File: src/rtl/prog_pkg.sv
// Shared types and constants for the program encoder and instr_pack.
package prog_pkg;

  typedef enum logic [1:0] {CLS_R, CLS_I, CLS_MEM, CLS_JMP} instr_class_t;

  typedef enum logic [2:0] {S_IDLE, S_ACCEPT, S_WRITE, S_DONE, S_ERROR} state_t;

  // legal opcode window per instruction class (opcode 0 is reserved for halt)
  localparam logic [5:0] R_MIN   = 6'd1;
  localparam logic [5:0] R_MAX   = 6'd15;
  localparam logic [5:0] I_MIN   = 6'd16;
  localparam logic [5:0] I_MAX   = 6'd23;
  localparam logic [5:0] MEM_MIN = 6'd24;
  localparam logic [5:0] MEM_MAX = 6'd27;
  localparam logic [5:0] JMP_MIN = 6'd28;
  localparam logic [5:0] JMP_MAX = 6'd63;

  // field LSB positions in the 32-bit instruction word
  localparam int OPC_LSB = 26;
  localparam int RA_LSB  = 21;
  localparam int RB_LSB  = 16;
  localparam int RC_LSB  = 11;
  localparam int SH_LSB  = 6;

  localparam logic [1:0] ERR_NONE    = 2'd0;
  localparam logic [1:0] ERR_ILLEGAL = 2'd1;
  localparam logic [1:0] ERR_FULL    = 2'd2;

  typedef struct packed {
    logic         halt;
    instr_class_t cls;
    logic [5:0]   opcode;
    logic [4:0]   ra;
    logic [4:0]   rb;
    logic [4:0]   rc;
    logic [4:0]   shamt;
    logic [15:0]  imm;
  } instr_req_t;

endpackage

File: src/rtl/instr_pack.sv
// Combinational field packer: builds the 32-bit instruction word and flags
// whether the opcode is legal for the requested class. Halt always packs to 0.
module instr_pack
  import prog_pkg::*;
(
  input  instr_req_t  req,
  output logic [31:0] word,
  output logic        legal
);

  // pack fields by class and check the opcode window
  always_comb begin
    word  = '0;
    legal = 1'b0;
    if (req.halt) begin
      legal = 1'b1;
    end else begin
      word[OPC_LSB +: 6] = req.opcode;
      word[RA_LSB  +: 5] = req.ra;
      word[RB_LSB  +: 5] = req.rb;
      case (req.cls)
        CLS_R: begin
          word[RC_LSB +: 5] = req.rc;
          word[SH_LSB +: 5] = req.shamt;
          legal = (req.opcode >= R_MIN) && (req.opcode <= R_MAX);
        end
        CLS_I: begin
          word[15:0] = req.imm;
          legal = (req.opcode >= I_MIN) && (req.opcode <= I_MAX);
        end
        CLS_MEM: begin
          word[15:0] = req.imm;
          legal = (req.opcode >= MEM_MIN) && (req.opcode <= MEM_MAX);
        end
        default: begin
          // JMP_MAX is the top of the 6-bit range, so only the floor matters
          word[15:0] = req.imm;
          legal = (req.opcode >= JMP_MIN);
        end
      endcase
    end
  end

endmodule

File: src/rtl/program_encoder.sv
// program_encoder: accepts field-level instruction requests, packs them and
// writes them sequentially into instruction memory until a halt word lands.
// Optional running XOR checksum of acknowledged words: PROG_ENCODER_CHECKSUM_EN.
module program_encoder
  import prog_pkg::*;
#(
  parameter int ADDR_W    = 8,
  parameter int BASE_ADDR = 0
) (
  input  logic              clk,
  input  logic              rst_n,
  input  logic              start,
  input  logic              in_valid,
  output logic              in_ready,
  input  logic [1:0]        in_class,
  input  logic [5:0]        in_opcode,
  input  logic [4:0]        in_ra,
  input  logic [4:0]        in_rb,
  input  logic [4:0]        in_rc,
  input  logic [4:0]        in_shamt,
  input  logic [15:0]       in_imm,
  input  logic              in_halt,
  output logic              im_wr_en,
  output logic [ADDR_W-1:0] im_addr,
  output logic [31:0]       im_wdata,
  input  logic              im_wr_ack,
  output logic              busy,
  output logic              done,
  output logic              err,
  output logic [1:0]        err_code,
  output logic [ADDR_W:0]   count
`ifdef PROG_ENCODER_CHECKSUM_EN
  ,
  output logic [31:0]       checksum
`endif
);

  localparam logic [ADDR_W:0]   FULL_CNT = {1'b1, {ADDR_W{1'b0}}};
  localparam logic [ADDR_W-1:0] BASE     = ADDR_W'(BASE_ADDR);

  state_t      state, state_nxt;
  instr_req_t  req;
  logic [31:0] packed_word;
  logic        legal;
  logic        pend_halt;
  logic        full;
  logic        hs;
  logic        ack;

  assign req = '{halt: in_halt, cls: instr_class_t'(in_class), opcode: in_opcode,
                 ra: in_ra, rb: in_rb, rc: in_rc, shamt: in_shamt, imm: in_imm};

  instr_pack u_pack (.req(req), .word(packed_word), .legal(legal));

  assign full     = (count == FULL_CNT);
  assign in_ready = (state == S_ACCEPT);
  assign im_wr_en = (state == S_WRITE);
  assign busy     = (state == S_ACCEPT) || (state == S_WRITE);
  assign hs       = in_ready && in_valid;
  assign ack      = im_wr_en && im_wr_ack;

  // state register
  always_ff @(posedge clk or negedge rst_n) begin
    if (!rst_n) state <= S_IDLE;
    else        state <= state_nxt;
  end

  // next state; start wins over everything, including a pending write
  always_comb begin
    state_nxt = state;
    if (start) begin
      state_nxt = S_ACCEPT;
    end else begin
      case (state)
        S_ACCEPT: if (in_valid) state_nxt = (!legal || full) ? S_ERROR : S_WRITE;
        S_WRITE:  if (im_wr_ack) state_nxt = pend_halt ? S_DONE : S_ACCEPT;
        default:  state_nxt = state;
      endcase
    end
  end

  // datapath: write word/address, counters, status flags
  always_ff @(posedge clk or negedge rst_n) begin
    if (!rst_n) begin
      im_addr   <= BASE;
      im_wdata  <= '0;
      pend_halt <= 1'b0;
      count     <= '0;
      done      <= 1'b0;
      err       <= 1'b0;
      err_code  <= ERR_NONE;
    end else if (start) begin
      im_addr   <= BASE;
      count     <= '0;
      done      <= 1'b0;
      err       <= 1'b0;
      err_code  <= ERR_NONE;
    end else if (hs) begin
      // illegal opcode takes precedence over the full check
      if (!legal) begin
        err      <= 1'b1;
        err_code <= ERR_ILLEGAL;
      end else if (full) begin
        err      <= 1'b1;
        err_code <= ERR_FULL;
      end else begin
        im_wdata  <= packed_word;
        pend_halt <= in_halt;
      end
    end else if (ack) begin
      im_addr <= im_addr + 1'b1;
      count   <= count + 1'b1;
      if (pend_halt) done <= 1'b1;
    end
  end

`ifdef PROG_ENCODER_CHECKSUM_EN
  // running XOR of every acknowledged word since start
  always_ff @(posedge clk or negedge rst_n) begin
    if (!rst_n)     checksum <= '0;
    else if (start) checksum <= '0;
    else if (ack)   checksum <= checksum ^ im_wdata;
  end
`endif

endmodule

File: config.mk
export PLATFORM = sky130hd
export DESIGN_NAME = program_encoder
export DESIGN_NICKNAME = d
export VERILOG_FILES = /design/src/rtl/prog_pkg.sv /design/src/rtl/instr_pack.sv /design/src/rtl/program_encoder.sv
export SDC_FILE = /design/constraint.sdc
export NUM_CORES = 1
export LEC_CHECK = 0
export CAP_MARGIN = 40
export CORE_UTILIZATION = 30
export CTS_CLUSTER_DIAMETER = 30
export DETAILED_ROUTE_END_ITERATION = 7
export DONT_BUFFER_PORTS = 1
export SETUP_SLACK_MARGIN = 0.05
export SLEW_MARGIN = 10
export SYNTH_ARGS = -nofsm -noshare
export SYNTH_HDL_FRONTEND = slang
export SYNTH_SLANG_ARGS = --single-unit
File: constraint.sdc
create_clock -name clk -period 4.85 [get_ports clk]
set_clock_uncertainty 0.15 [all_clocks]
set_input_delay 0.97 -clock clk [delete_from_list [all_inputs] [get_ports clk]]
set_output_delay 0.97 -clock clk [all_outputs]
set_load 0.01 [all_outputs]
==> impl_metrics.toml <==
[logic_synthesis]
yosysTopAreaCell = "dfrtp_1"
syn_avg_cell_area_um2 = 9.531
synth.most_common_cell = "dfrtp_1"
synth_edf_count = 0
async_flop_share_pct = 100.0
syn_nets = 414
ys_top_cells_by_count = "dfrtp_1, nand2_1, nand4_1"
synth_top_area_share_pct = 41.45
netlist_area_mm2 = 0.003441
synth_top_cells_by_area = "dfrtp_1, nand4_1, o311ai_0"
synthFlopType = "dfrtp_1"
synth-seq-cells = 57
synth_cell_type_count = 48
ys_seq_area_share_pct = 41.45
syn_inst = 361
yosys_warnings = 0

[worst_setup_path]
critPathBufInv = 0
critical_path_class = "primary input to flip-flop"
slowest_stage = "o31a_1"
regToRegStartpoint = "count[5]"
end_kind = "flip-flop"
crit_fanout = 21
start_kind = "primary input"
crit_chain = "nor4b_1 > o31a_1 > o31ai_2 > o311ai_0"
cp_top_family = "compound AO/OA/AOI/OAI gates"
slowest_delay_ns = 0.75
worstPathArrival_ns = 2.99
cp.required_ns = 4.90
crit_start = "in_class[1]"

[sta]
fin_crit_ns = 2.940
tightest_slew_ns = 0.8300
final.setup.tns_ns = 0
fmax_mhz = 340.1
finalCritPeriodShare_pct = 60.63
slew-limit-headroom_pct = 44.66
hold_slack_ns = 0.1937
setup_viol_count_final = 0
finalHoldViolations = 0
rsz0062_at_grt = "false"
slew_viol_final = 0

[layout]
antenna-diode-count = 0
nets = 397
fin_util_pct = 35.12
area_growth_pct = 12.11
layout-drive-gt1-share_pct = 11.17
stdcell_count = 489

[pwr]
power.leakage_nw = 1.517
vdd_drop_max_uv = 164.8
power_density_mw_per_mm2 = 420.5
total_power_w = 0.001622

[global_routing]
grt_max_degree = 58
grt_pass1_wl_um = 15280
antenna_found_initial = 0
grtUsageTotal_pct = 16.99
grt-ovfl-total = 0
grt_pass1_vias = 2821

[floorplanning]
pin_count = 106
die_area_mm2 = 0.01190
coreArea_mm2 = 0.01098
die_width_um = 109.1
rows = 38
die_y_um = 109.1
initial_utilization_pct = 31.33

[placement]
io_buffers = 0
gp_congestion = 0.7889
place_hpwl_um = 6518
placed_cells = 473

[clocking]
worstSkewPairLatency_ns = 0.32
cts_setup_buffers = 0
tritoncts = "done"
cts_num_sinks = 57
h-tree-depth = 3
clock_path_buffers = 2
cts-root-buf = "clkbuf_16"
cts-resized-gates = 0
numCtsBuffers = 9
path_clk_slew_ns = 0.06
hold_buffers = 0

[route]
routedWlPerCell_um = 19.71
via_per_inst = 5.908
drt-pass1-iter-count = 4
num_vias = 2889
ant_nets = 0
routed_wl_um = 9637
drc_errors = 0
drtIter0Drc = 186

[outcome]
outcome = "finished, final reports clean"

[min_path]
hp-class = "primary input to asynchronous set/reset pin"

[job]
maxCapViolations = 0
## sequential cells by signal (all words and copies together) (netlist names)
register   count
pend_halt      1
done           1
count          9
state          3
im_addr        8
err_code       2
err            1
im_wdata      32
## per-stage QoR
| stage | worst slack (ns) | instance area [um^2] |
|---|---|---|
| 6_report | 1.910 | 3857 |
| 5_1_grt | 1.595 | 3857 |
| 4_1_cts | 1.945 | 3857 |
| 3_5_place_dp | 1.555 | 3546 |
| 3_3_place_gp | 1.731 | 3531 |
| 2_1_floorplan | 2.139 | 3441 |
## layout by cell type (no fill, tap or decap), drive strengths merged, types with 5 or more instances in the layout
cell      n
clkbuf   10
dfrtp    57
o211ai   15
nor2     20
nor2b    22
a311oi   10
mux2i    10
nor4     14
o311ai   19
o21ai     5
inv      17
o2111ai   6
nand2    39
buf       8
nand4    26
xor2     12
a221o    10
## layer usage
| metal | share of wire [%] | up-vias | GRT usage (%) |
|---|---|---|---|
| li1 | - | 1348 | - |
| met1 | 43 | 1433 | 22.16 |
| met2 | 47 | 98 | 25.52 |
| met3 | 8.9 | 10 | 6.635 |
| met4 | 1.2 | 0 | 5.598 |
| met5 | 0 | - | 0 |
## power by group
| group | internal, W | switching (W) | total [W] | leakage [nW] |
|---|---|---|---|---|
| Combinational | 0.000125 | 0.000121 | 0.000246 | 0.692 |
| Clock | 0.000446 | 0.000219 | 0.000665 | 0.152 |
| Sequential | 0.000569 | 0.000142 | 0.000711 | 0.673 |
| Total | 0.00114 | 0.000482 | 0.00162 | 1.52 |
## logic make-up after synthesis
group	after synthesis	synth area share, %
AOI/OAI and AO/OA	80	20.87
and+or+nand+nor	146	23.49
adders and majority gates	3	1.091
muxes	10	2.909
xor gates and xnor gates	12	3.055
DFF	57	41.45
buffers and inverters	53	7.127
## worst paths after layout
check / to / slack [ns] / depth (start not counted)
min in group clk: pend_halt / 0.43 / 1
hold reg to reg: pend_halt / 0.43 / 1
max in group asynchronous: im_wdata[28] / 4.26 / 0
hold / removal: im_wdata[29] / 0.19 / 0
setup / recovery: im_wdata[24] / 1.91 / 4
setup reg to reg: im_wdata[10] / 2.08 / 5
## layout make-up
type / instances / area, um^2
inverter: 17 / 63.81
tap: 140 / 175.2
multi-input combinational: 251 / 1813
timing repair buffer: 8 / 67.56
fill: 1092 / 7126
sequential: 57 / 1426
clock inverter: 6 / 82.58
clock buffer: 10 / 229.0
## worst reg2reg max path, cell delays in order (launching register included)
cell	delay, ns
dfrtp_1	0.45
or4_1	0.66
o211ai_4	0.59
buf_4	0.40
a311oi_2	0.09
a221o_1	0.31
No activity file was read; power rests on OpenSTA's default activity.
